**config.mk**
```make
export PLATFORM = sky130hd
export DESIGN_NAME = psum_ofifo_flat
export DESIGN_NICKNAME = d
export VERILOG_FILES = /design/src/rtl/psum_ofifo_pkg.sv /design/src/rtl/psum_ofifo_if.sv /design/src/rtl/ofifo_lane.sv /design/src/rtl/psum_ofifo.sv /design/src/flat_wrapper.sv
export SDC_FILE = /design/constraint.sdc
export NUM_CORES = 2
export LEC_CHECK = 0
export ABC_AREA = 1
export BUFFER_PORTS_ARGS = -buffer_cell sky130_fd_sc_hd__buf_2
export CORE_ASPECT_RATIO = 2
export CORE_MARGIN = 4
export CORE_UTILIZATION = 55
export DETAILED_ROUTE_END_ITERATION = 6
export PLACE_DENSITY = 0.77
export SYNTH_ARGS = -nofsm -noshare
export SYNTH_HDL_FRONTEND = slang
export SYNTH_SLANG_ARGS = --single-unit
```
**constraint.sdc**
```tcl
create_clock -name clk -period 3.4 [get_ports clk]
set_input_delay 0.34 -clock clk [delete_from_list [all_inputs] [get_ports clk]]
set_output_delay 0.34 -clock clk [all_outputs]
set_load 0.01 [all_outputs]
```
**src/rtl/psum_ofifo_pkg.sv**
```systemverilog
// Shared defaults and types for the psum output FIFO.
package psum_ofifo_pkg;
    localparam int unsigned COL     = 8;
    localparam int unsigned BW_PSUM = 19;
    localparam int unsigned DEPTH   = 16;
    localparam int unsigned PTR_W   = $clog2(DEPTH) + 1;

    typedef logic [BW_PSUM-1:0] psum_t;
endpackage

```
**src/rtl/psum_ofifo_if.sv**
```systemverilog
// Row-collection bus between the MAC array / SFU side (master) and the psum FIFO (slave).
interface psum_ofifo_if
    import psum_ofifo_pkg::*;
#(
    parameter int col     = COL,
    parameter int bw_psum = BW_PSUM
);
    logic [col*bw_psum-1:0] in;
    logic [col-1:0]         wr;
    logic                   rd;
    logic [col*bw_psum-1:0] out;
    logic                   o_valid;
    logic                   o_full;
    logic                   o_ready;
    logic                   o_ovf;

    modport master (
        output in, wr, rd,
        input  out, o_valid, o_full, o_ready, o_ovf
    );

    modport slave (
        input  in, wr, rd,
        output out, o_valid, o_full, o_ready, o_ovf
    );
endinterface

```
**src/rtl/ofifo_lane.sv**
```systemverilog
// Single-column FIFO lane: wrap-bit pointers, empty/full flags, fall-through head.
module ofifo_lane
    import psum_ofifo_pkg::*;
#(
    parameter int bw_psum = BW_PSUM,
    parameter int depth   = DEPTH
) (
    input  logic               clk,
    input  logic               reset,
    input  logic               wr,
    input  logic               pop,
    input  logic [bw_psum-1:0] din,
    output logic [bw_psum-1:0] dout,
    output logic               empty,
    output logic               full
);
    localparam int ptr_w = $clog2(depth) + 1;

    logic [ptr_w-1:0]   wptr_q;
    logic [ptr_w-1:0]   rptr_q;
    logic [bw_psum-1:0] mem [depth];
    logic               wr_en;

    assign empty = (wptr_q == rptr_q);
    assign full  = (wptr_q[ptr_w-1] != rptr_q[ptr_w-1]) &&
                   (wptr_q[ptr_w-2:0] == rptr_q[ptr_w-2:0]);
    // A full lane still accepts a write when the same edge frees a slot.
    assign wr_en = wr && (!full || pop);
    assign dout  = mem[rptr_q[ptr_w-2:0]];

    always_ff @(posedge clk or posedge reset) begin
        if (reset) begin
            wptr_q <= '0;
            rptr_q <= '0;
        end else begin
            if (wr_en) wptr_q <= wptr_q + ptr_w'(1);
            if (pop)   rptr_q <= rptr_q + ptr_w'(1);
        end
    end

    always_ff @(posedge clk) begin
        if (wr_en) mem[wptr_q[ptr_w-2:0]] <= din;
    end
endmodule

```
**src/rtl/psum_ofifo.sv**
```systemverilog
// Realigns skewed MAC column outputs into full rows. PSUM_OFIFO_OVF_STICKY_EN makes o_ovf sticky.
module psum_ofifo
    import psum_ofifo_pkg::*;
#(
    parameter int col     = COL,
    parameter int bw_psum = BW_PSUM,
    parameter int depth   = DEPTH
) (
    input  logic         clk,
    input  logic         reset,
    psum_ofifo_if.slave  bus
);
    logic [col-1:0]         empty;
    logic [col-1:0]         full;
    logic [col*bw_psum-1:0] head;
    logic                   valid;
    logic                   pop;
    logic                   ovf_evt;

    for (genvar c = 0; c < col; c++) begin : g_lane
        ofifo_lane #(
            .bw_psum (bw_psum),
            .depth   (depth)
        ) u_lane (
            .clk   (clk),
            .reset (reset),
            .wr    (bus.wr[c]),
            .pop   (pop),
            .din   (bus.in[bw_psum*c +: bw_psum]),
            .dout  (head[bw_psum*c +: bw_psum]),
            .empty (empty[c]),
            .full  (full[c])
        );
    end

    assign valid       = ~|empty;
    assign pop         = bus.rd && valid;
    assign bus.o_valid = valid;
    assign bus.out     = valid ? head : '0;
    assign bus.o_full  = |full;
    assign bus.o_ready = ~|full;
    assign ovf_evt     = |(bus.wr & full) && !pop;

`ifdef PSUM_OFIFO_OVF_STICKY_EN
    logic       ovf_q;
    logic [7:0] drop_cnt_q;

    always_ff @(posedge clk or posedge reset) begin
        if (reset) begin
            ovf_q      <= 1'b0;
            drop_cnt_q <= '0;
        end else if (ovf_evt) begin
            ovf_q <= 1'b1;
            if (drop_cnt_q != 8'hFF) drop_cnt_q <= drop_cnt_q + 8'd1;
        end
    end

    assign bus.o_ovf = ovf_q;
`else
    assign bus.o_ovf = ovf_evt;
`endif
endmodule
```
**src/flat_wrapper.sv**
```systemverilog
// flat-port wrapper written by rule: the top's interface ports become plain ports
module psum_ofifo_flat import psum_ofifo_pkg::*;
#(
    parameter int col     = COL,
    parameter int bw_psum = BW_PSUM,
    parameter int depth   = DEPTH
)
  (clk, reset, bus_in, bus_wr, bus_rd, bus_out, bus_o_valid, bus_o_full, bus_o_ready, bus_o_ovf);
  psum_ofifo_if #(.col(col), .bw_psum(bw_psum)) bus_i ();
  input  logic clk;
  input  logic reset;
  input wire logic [$bits(bus_i.in)-1:0] bus_in;
  input wire logic [$bits(bus_i.wr)-1:0] bus_wr;
  input wire logic [$bits(bus_i.rd)-1:0] bus_rd;
  output wire logic [$bits(bus_i.out)-1:0] bus_out;
  output wire logic [$bits(bus_i.o_valid)-1:0] bus_o_valid;
  output wire logic [$bits(bus_i.o_full)-1:0] bus_o_full;
  output wire logic [$bits(bus_i.o_ready)-1:0] bus_o_ready;
  output wire logic [$bits(bus_i.o_ovf)-1:0] bus_o_ovf;
  assign bus_i.in = bus_in;
  assign bus_i.wr = bus_wr;
  assign bus_i.rd = bus_rd;
  assign bus_out = bus_i.out;
  assign bus_o_valid = bus_i.o_valid;
  assign bus_o_full = bus_i.o_full;
  assign bus_o_ready = bus_i.o_ready;
  assign bus_o_ovf = bus_i.o_ovf;
  psum_ofifo #(.col(col), .bw_psum(bw_psum), .depth(depth)) u_core (.clk(clk), .reset(reset), .bus(bus_i));
endmodule
```
## After elaboration in Yosys (flattened, before gate mapping)

Memories as Yosys holds them, arrays and structs flattened.
Index checks and enable logic that the tools add are counted.

| word-level totals | value |
|---|---|
| input port bits | 163 |
| register bits after elaboration | 80 |
| memories kept | 8 |
| bits in writable memories | 2432 |
| output and inout port bits | 156 |
| logic and storage cells | 122 |

| cells by class | value |
|---|---|
| reductions and logical operators | 40 |
| bitwise logic cells | 1 |
| muxes and demuxes | 17 |
| add/subtract/negate cells | 16 |
| equal/unequal tests | 24 |

Memory list:

| name | depth | width | read ports | clocked after Yosys merged registers in | write ports | RTL line | source |
|---|---|---|---|---|---|---|---|
| u_core.g_lane[0].u_lane.mem | 16 | 19 | 1 | 0 | 1 | ofifo_lane.sv:21 | `logic [bw_psum-1:0] mem [depth];` |
| u_core.g_lane[1].u_lane.mem | 16 | 19 | 1 | 0 | 1 | ofifo_lane.sv:21 |  |
| u_core.g_lane[2].u_lane.mem | 16 | 19 | 1 | 0 | 1 | ofifo_lane.sv:21 |  |
| u_core.g_lane[3].u_lane.mem | 16 | 19 | 1 | 0 | 1 | ofifo_lane.sv:21 |  |
| u_core.g_lane[4].u_lane.mem | 16 | 19 | 1 | 0 | 1 | ofifo_lane.sv:21 |  |
| u_core.g_lane[5].u_lane.mem | 16 | 19 | 1 | 0 | 1 | ofifo_lane.sv:21 |  |
| +2 memories | - | - | - | - | - | - |  |

Operators by type and width:

| operator | number |
|---|---|
| 2-to-1 mux 152 bit | 1 |
| adder 5 x 1 -> 5 bit (second input constant) | 16 |
| equality test 5 bit | 8 |
| equality test 4 bit | 8 |
| OR reduction 8 bit | 3 |
| logical AND 1 bit | 18 |
| 2-to-1 mux 1 bit | 16 |
| logical NOT 1 bit | 11 |
| AND 8 bit | 1 |
| logical OR 1 bit | 8 |
| inequality test 1 bit | 8 |

## Longest topological paths before layout

| depth | value |
|---|---|
| depth after elaboration | 8 |
| gate-level depth with buffers | 15 |
| gate-level depth less buffers | 12 |

## Cells and area by module

A second synthesis with hierarchy kept.

| unflattened totals | value |
|---|---|
| cells, all modules | 8464 |
| area, all modules | 103426.7 µm² |

By module, submodules not included:

| module | seq. area each (µm²) | cells each | times used | area each (µm²) |
|---|---|---|---|---|
| ofifo_lane at u_core.g_lane[0].u_lane ... | 9379.0 | 1031 | 6 | 12690.9 |
| ofifo_lane at u_core.g_lane[6].u_lane | 9379.0 | 1031 | 1 | 12742.2 |
| ofifo_lane at u_core.g_lane[7].u_lane | 9379.0 | 1031 | 1 | 12680.9 |
| psum_ofifo | 0.0 | 216 | 1 | 1858.0 |

## Worst setup path after synthesis

No wires, ideal clock.

| timing path | value |
|---|---|
| path kind | register -> register |
| start | register u_core.g_lane[7].u_lane.rptr_q[1] |
| end | memory u_core.g_lane[7].u_lane.mem[14][0] in the netlist's numbering (enable) |
| setup slack | 0.546 ns |
| clock period less this slack | 2.854 ns |
| cell stages (with the launch flop) | 15 |
| library setup time | 0.395 ns |
| arrival | 2.459 ns |
| data required time | 3.005 ns |
| cells stage by stage | dfrtp_1 -> buf_2 -> inv_2 -> nand2_1 -> nand2_1 -> nor2_1 -> nand3_1 -> nand2_1 -> nor2_2 -> nand3_4 -> buf_6 -> nand2_2 -> nand2_1 -> buf_2 -> nor2_1 |

| between the ends | value |
|---|---|
| word-level cells in the longest chain between the ends | 8 |
| elaborated cells between the ends (all ways) | 11 |
| classes of those cells | 2 x eq/ne; 2 x mux; 7 x reduce/logical |

Ends and longest elaborated chain:

| element | RTL line | source |
|---|---|---|
| start, declared | ofifo_lane.sv:20 | `logic [ptr_w-1:0] rptr_q;` |
| start signal, assigned | ofifo_lane.sv:37 | `if (pop) rptr_q <= rptr_q + ptr_w'(1);` |
| equality test 5 bit | ofifo_lane.sv:24 | `assign empty = (wptr_q == rptr_q);` |
| OR reduction 8 bit | psum_ofifo.sv:36 | `assign valid = ~\|empty;` |
| logical NOT 1 bit | psum_ofifo.sv:36 |  |
| logical AND 1 bit | psum_ofifo.sv:37 | `assign pop = bus.rd && valid;` |
| logical OR 1 bit (*) | ofifo_lane.sv:28 | `assign wr_en = wr && (!full \|\| pop);` |
| logical AND 1 bit (*) | ofifo_lane.sv:28 |  |
| 2-to-1 mux 1 bit (*) | ofifo_lane.sv:42 | `if (wr_en) mem[wptr_q[ptr_w-2:0]] <= din;` |
| 2-to-1 mux 1 bit (not written as such) (*) | ofifo_lane.sv:42 |  |
| end, declared | ofifo_lane.sv:21 |  |

Every way passes the cells marked *; elsewhere a longest branch is shown, timed or not.

## Final worst setup path

| timing path | value |
|---|---|
| start | register u_core.g_lane[4].u_lane.rptr_q[0] |
| end | output port bus_out[78] |

| between the ends | value |
|---|---|
| word-level cells in the longest chain between the ends | 3 |
| elaborated cells between the ends (all ways) | 4 |
| classes of those cells | 1 x eq/ne; 1 x mux; 1 x reduce/logical; 1 x memory |

Ends and longest elaborated chain:

| element | RTL line | source |
|---|---|---|
| start, declared | ofifo_lane.sv:20 |  |
| start signal, assigned | ofifo_lane.sv:37 |  |
| parallel branches: the longest is 2 deep, another holds memory (16 x 19 bit) | - |  |
| 2-to-1 mux 152 bit (*) | psum_ofifo.sv:39 | `assign bus.out = valid ? head : '0;` |
| end, declared | flat_wrapper.sv:15 | `output wire logic [$bits(bus_i.out)-1:0] bus_out;` |

Every way passes the cells marked *.

==> reports/results.ini <==
[worst_setup_path]
reg2reg_slack_ps=20
required_ps=3060
setup.worst_path.start_class=flop
crit_path_start=u_core.g_lane[4].u_lane.rptr_q[0]
worst_r2r_startpoint=u_core.g_lane[5].u_lane.rptr_q[0]
crit_path_end=bus_out[78]
reg2reg_depth=15
crit_arrival_ps=3070
r2r-end=u_core.g_lane[0].u_lane.mem[15][1]
path_max_fanout=15
path_class=reg2out
end_kind=output pin

[placement]
io_buffers=318
place_area_um2=107000
post-place-cells=10400
place.gp.congestion=0.894
hpwl_um=160000

[run]
maxCapViolations=0

[sta]
relSlewSlack_pct=18.3
fin_crit_sh_pct=100
drv_slew=0
hold_violations=0
rsz0062_at_grt=true
layout_setup_ws_ps=-10.9
setup_violations=2
worst_hold_slack_ps=44.0
worst_slew_pin_slew_ps=1220
fmax_ghz=0.293
fin_crit_ps=3410
skew_ps=88.7

[pwr]
power.leakage_nw=41.9
vdd_ir_drop_max_mv=1.04
power_density_nw_per_um2=1020

[synth]
synth_edf_count=2432
synth_cell_types=33
ys_warn_count=0
syn_nets=8123
ys_seq_area_share_pct=74.5
ys_top_cells_by_area=edfxtp_1, nand2_1, a21oi_1
synth_top_area_share_pct=72.5
syn_avg_cell_area_um2=12.7
async_reset_ff_share_pct=3.18
synth_flop_cell=edfxtp_1
syn_area_um2=101000
postSynthCellCount=7920
yosysTopAreaCell=edfxtp_1
ys_ff_latch=2512

[cells_and_area]
drive_gt1_share_pct=16.1
fill_cells=12000
syn2layout_area_growth_pct=18.2
fin_util_pct=65.6
fin_area_um2=119000
nets=8740
final_cells=11100

[detailed_routing]
wl_per_cell_um=26.3
firstDrtPassIters=7
routed_wl_um=290000
avgViaCountPerCell=6.34
drc=3
drt_iter0_drc=10200
num_vias=70200
detail-route-antenna-nets=0

[cts]
h-tree-depth=4
numCtsBuffers=207
clock_path_buffers=4
cts_tree=built
clock_sinks=2512
cts_root_buffer=clkbuf_16
clk_latency_ps=890
clk_pin_slew_worst_paths_ps=70

[min_path]
hold_path.class=in2reg

[die]
num_io_pins=319
dieArea_um2=190000
initial_utilization_pct=55.5
die-height_um=613
die_x_um=311
placementRows=221
core-area_um2=182000

[outcome]
status=finished with violations
violations=design-rule violations, negative setup slack

[grt]
grt_max_degree=103
grt_pass1_wl_um=415000
grt_overflow=0
grt_pass1_vias=68500
antenna_found_initial=28
grt_usage_pct=28.6

[state kept, by name, summed over array words and instances, names as in the netlist]
signal                       flops
u_core.g_lane.u_lane.mem      2432
u_core.g_lane.u_lane.rptr_q     40
u_core.g_lane.u_lane.wptr_q     40
[cell type report]
class | count | area [um^2] | share of cell area, %
Tap cell | 2341 | 2930 | 2.46
Timing Repair inverter | 1 | 7.51 | 0.00630
Clock buffer | 248 | 5440 | 4.57
Antenna cell | 19 | 47.5 | 0.0399
Inverter | 132 | 579 | 0.486
Timing Repair Buffer | 915 | 8980 | 7.54
Clock inverter | 122 | 1360 | 1.14
Multi-Input combinational cell | 4768 | 24700 | 20.7
Sequential cell | 2512 | 75100 | 63.0
[per-stage QoR]
step	setup TNS (ps)	setup WS (ps)	power [W]
after floorplan	0	546	0.0638
after global placement	-11940	-80.8	0.0819
after detailed placement	-32510	-175	0.0831
after CTS	-1940	-117	0.117
after global routing	-1120	-110	0.126
final	-16.3	-10.9	0.121
[how the worst min path moves through the flow]
stage | from | to | slack (ps) | depth (start not counted)
2_1_floorplan | bus_in[0] | u_core.g_lane[0].u_lane.mem[0][0] | 440 | 0
3_3_place_gp | reset | u_core.g_lane[4].u_lane.wptr_q[1] | 460 | 2
3_5_place_dp | reset | u_core.g_lane[4].u_lane.rptr_q[1] | 460 | 2
4_1_cts | bus_rd | u_core.g_lane[7].u_lane.rptr_q[0] | 2 | 4
5_1_grt | bus_rd | u_core.g_lane[7].u_lane.rptr_q[0] | 30 | 4
6_report | bus_rd | u_core.g_lane[7].u_lane.rptr_q[0] | 40 | 4
[logic make-up after synthesis]
group	after synthesis	share of synthesized area (%)
flops	2512	74.5
compound gates	1929	11.6
xor+xnor	46	0.400
simple gates	2753	10.6
buf+inv	640	2.46
fa+ha+maj	40	0.497
[power by group]
group          switching, W  internal (W)
Sequential          0.00105        0.0371
Combinational        0.0375        0.0213
Clock                0.0108        0.0135
[synthesized netlist by cell type, types with 2 or more instances]
master,n
edfxtp_1,2432
nand2_1,2236
a21oi_1,966
clkbuf_1,378
o21ai_0,330
a22oi_1,302
nor2_1,272
nand3_1,222
a32o_1,170
inv_1,113
a211oi_1,96
dfrtp_1,80
buf_1,75
o211ai_1,55
buf_2,53
ha_1,40
xor2_1,34
inv_2,19
xnor2_1,12
nor3_1,10
nand2_2,6
o22ai_1,4
nand4_1,2
nor2_2,2
o21ai_1,2
o221ai_1,2
[placed cells by master (no fill, tap or decap), types with 23 or more instances in the layout]
| master | instances |
|---|---|
| o21ai_1 | 39 |
| nand2_1 | 2214 |
| buf_6 | 23 |
| nand3_1 | 213 |
| clkbuf_1 | 34 |
| nor2_4 | 23 |
| clkinv_2 | 36 |
| a211oi_2 | 51 |
| dfrtp_1 | 57 |
| nor2_2 | 130 |
| a21oi_1 | 965 |
| xor2_1 | 34 |
| buf_16 | 51 |
| inv_1 | 102 |
| buf_4 | 304 |
| a22oi_1 | 297 |
| clkinv_1 | 35 |
| o211ai_1 | 55 |
| bufinv_16 | 27 |
| clkbuf_16 | 235 |
| o21ai_0 | 292 |
| edfxtp_1 | 2432 |
| buf_2 | 285 |
| nor2_1 | 121 |
| a211oi_4 | 39 |
| buf_12 | 56 |
| nand2_2 | 23 |
| dlygate4sd3_1 | 161 |
| a32o_1 | 170 |
| ha_1 | 40 |
[worst max-delay path, cell delays in order, from the launching register on]
cell,delay (ps)
dfrtp_4,490
buf_8,140
buf_16,140
clkinv_16,80
buf_4,130
buf_12,170
nand2_1,70
a22oi_1,280
o21ai_0,210
a211oi_2,310
buf_4,190
[timing repair]
action | 4_1_cts | 5_1_grt
endpoints found under the setup margin | 589 | 481
hold buffers | 161 | 0
endpoints found under the hold margin | 2527 | 0
setup buffers | 30 | 20
resized for setup | 332 | 172
gates cloned | 31 | 26
pin swaps | 58 | 40
[routing by layer]
layer	global-route usage (%)	vias to the layer above	share of wire, %
met5	0	-	0.043
met4	16.3	20	6.5
met3	4.37	1064	9.3
met2	50.9	4713	51
met1	33.1	34200	33
li1	-	30200	-
Note: power is estimated with default switching activity, not from simulation.
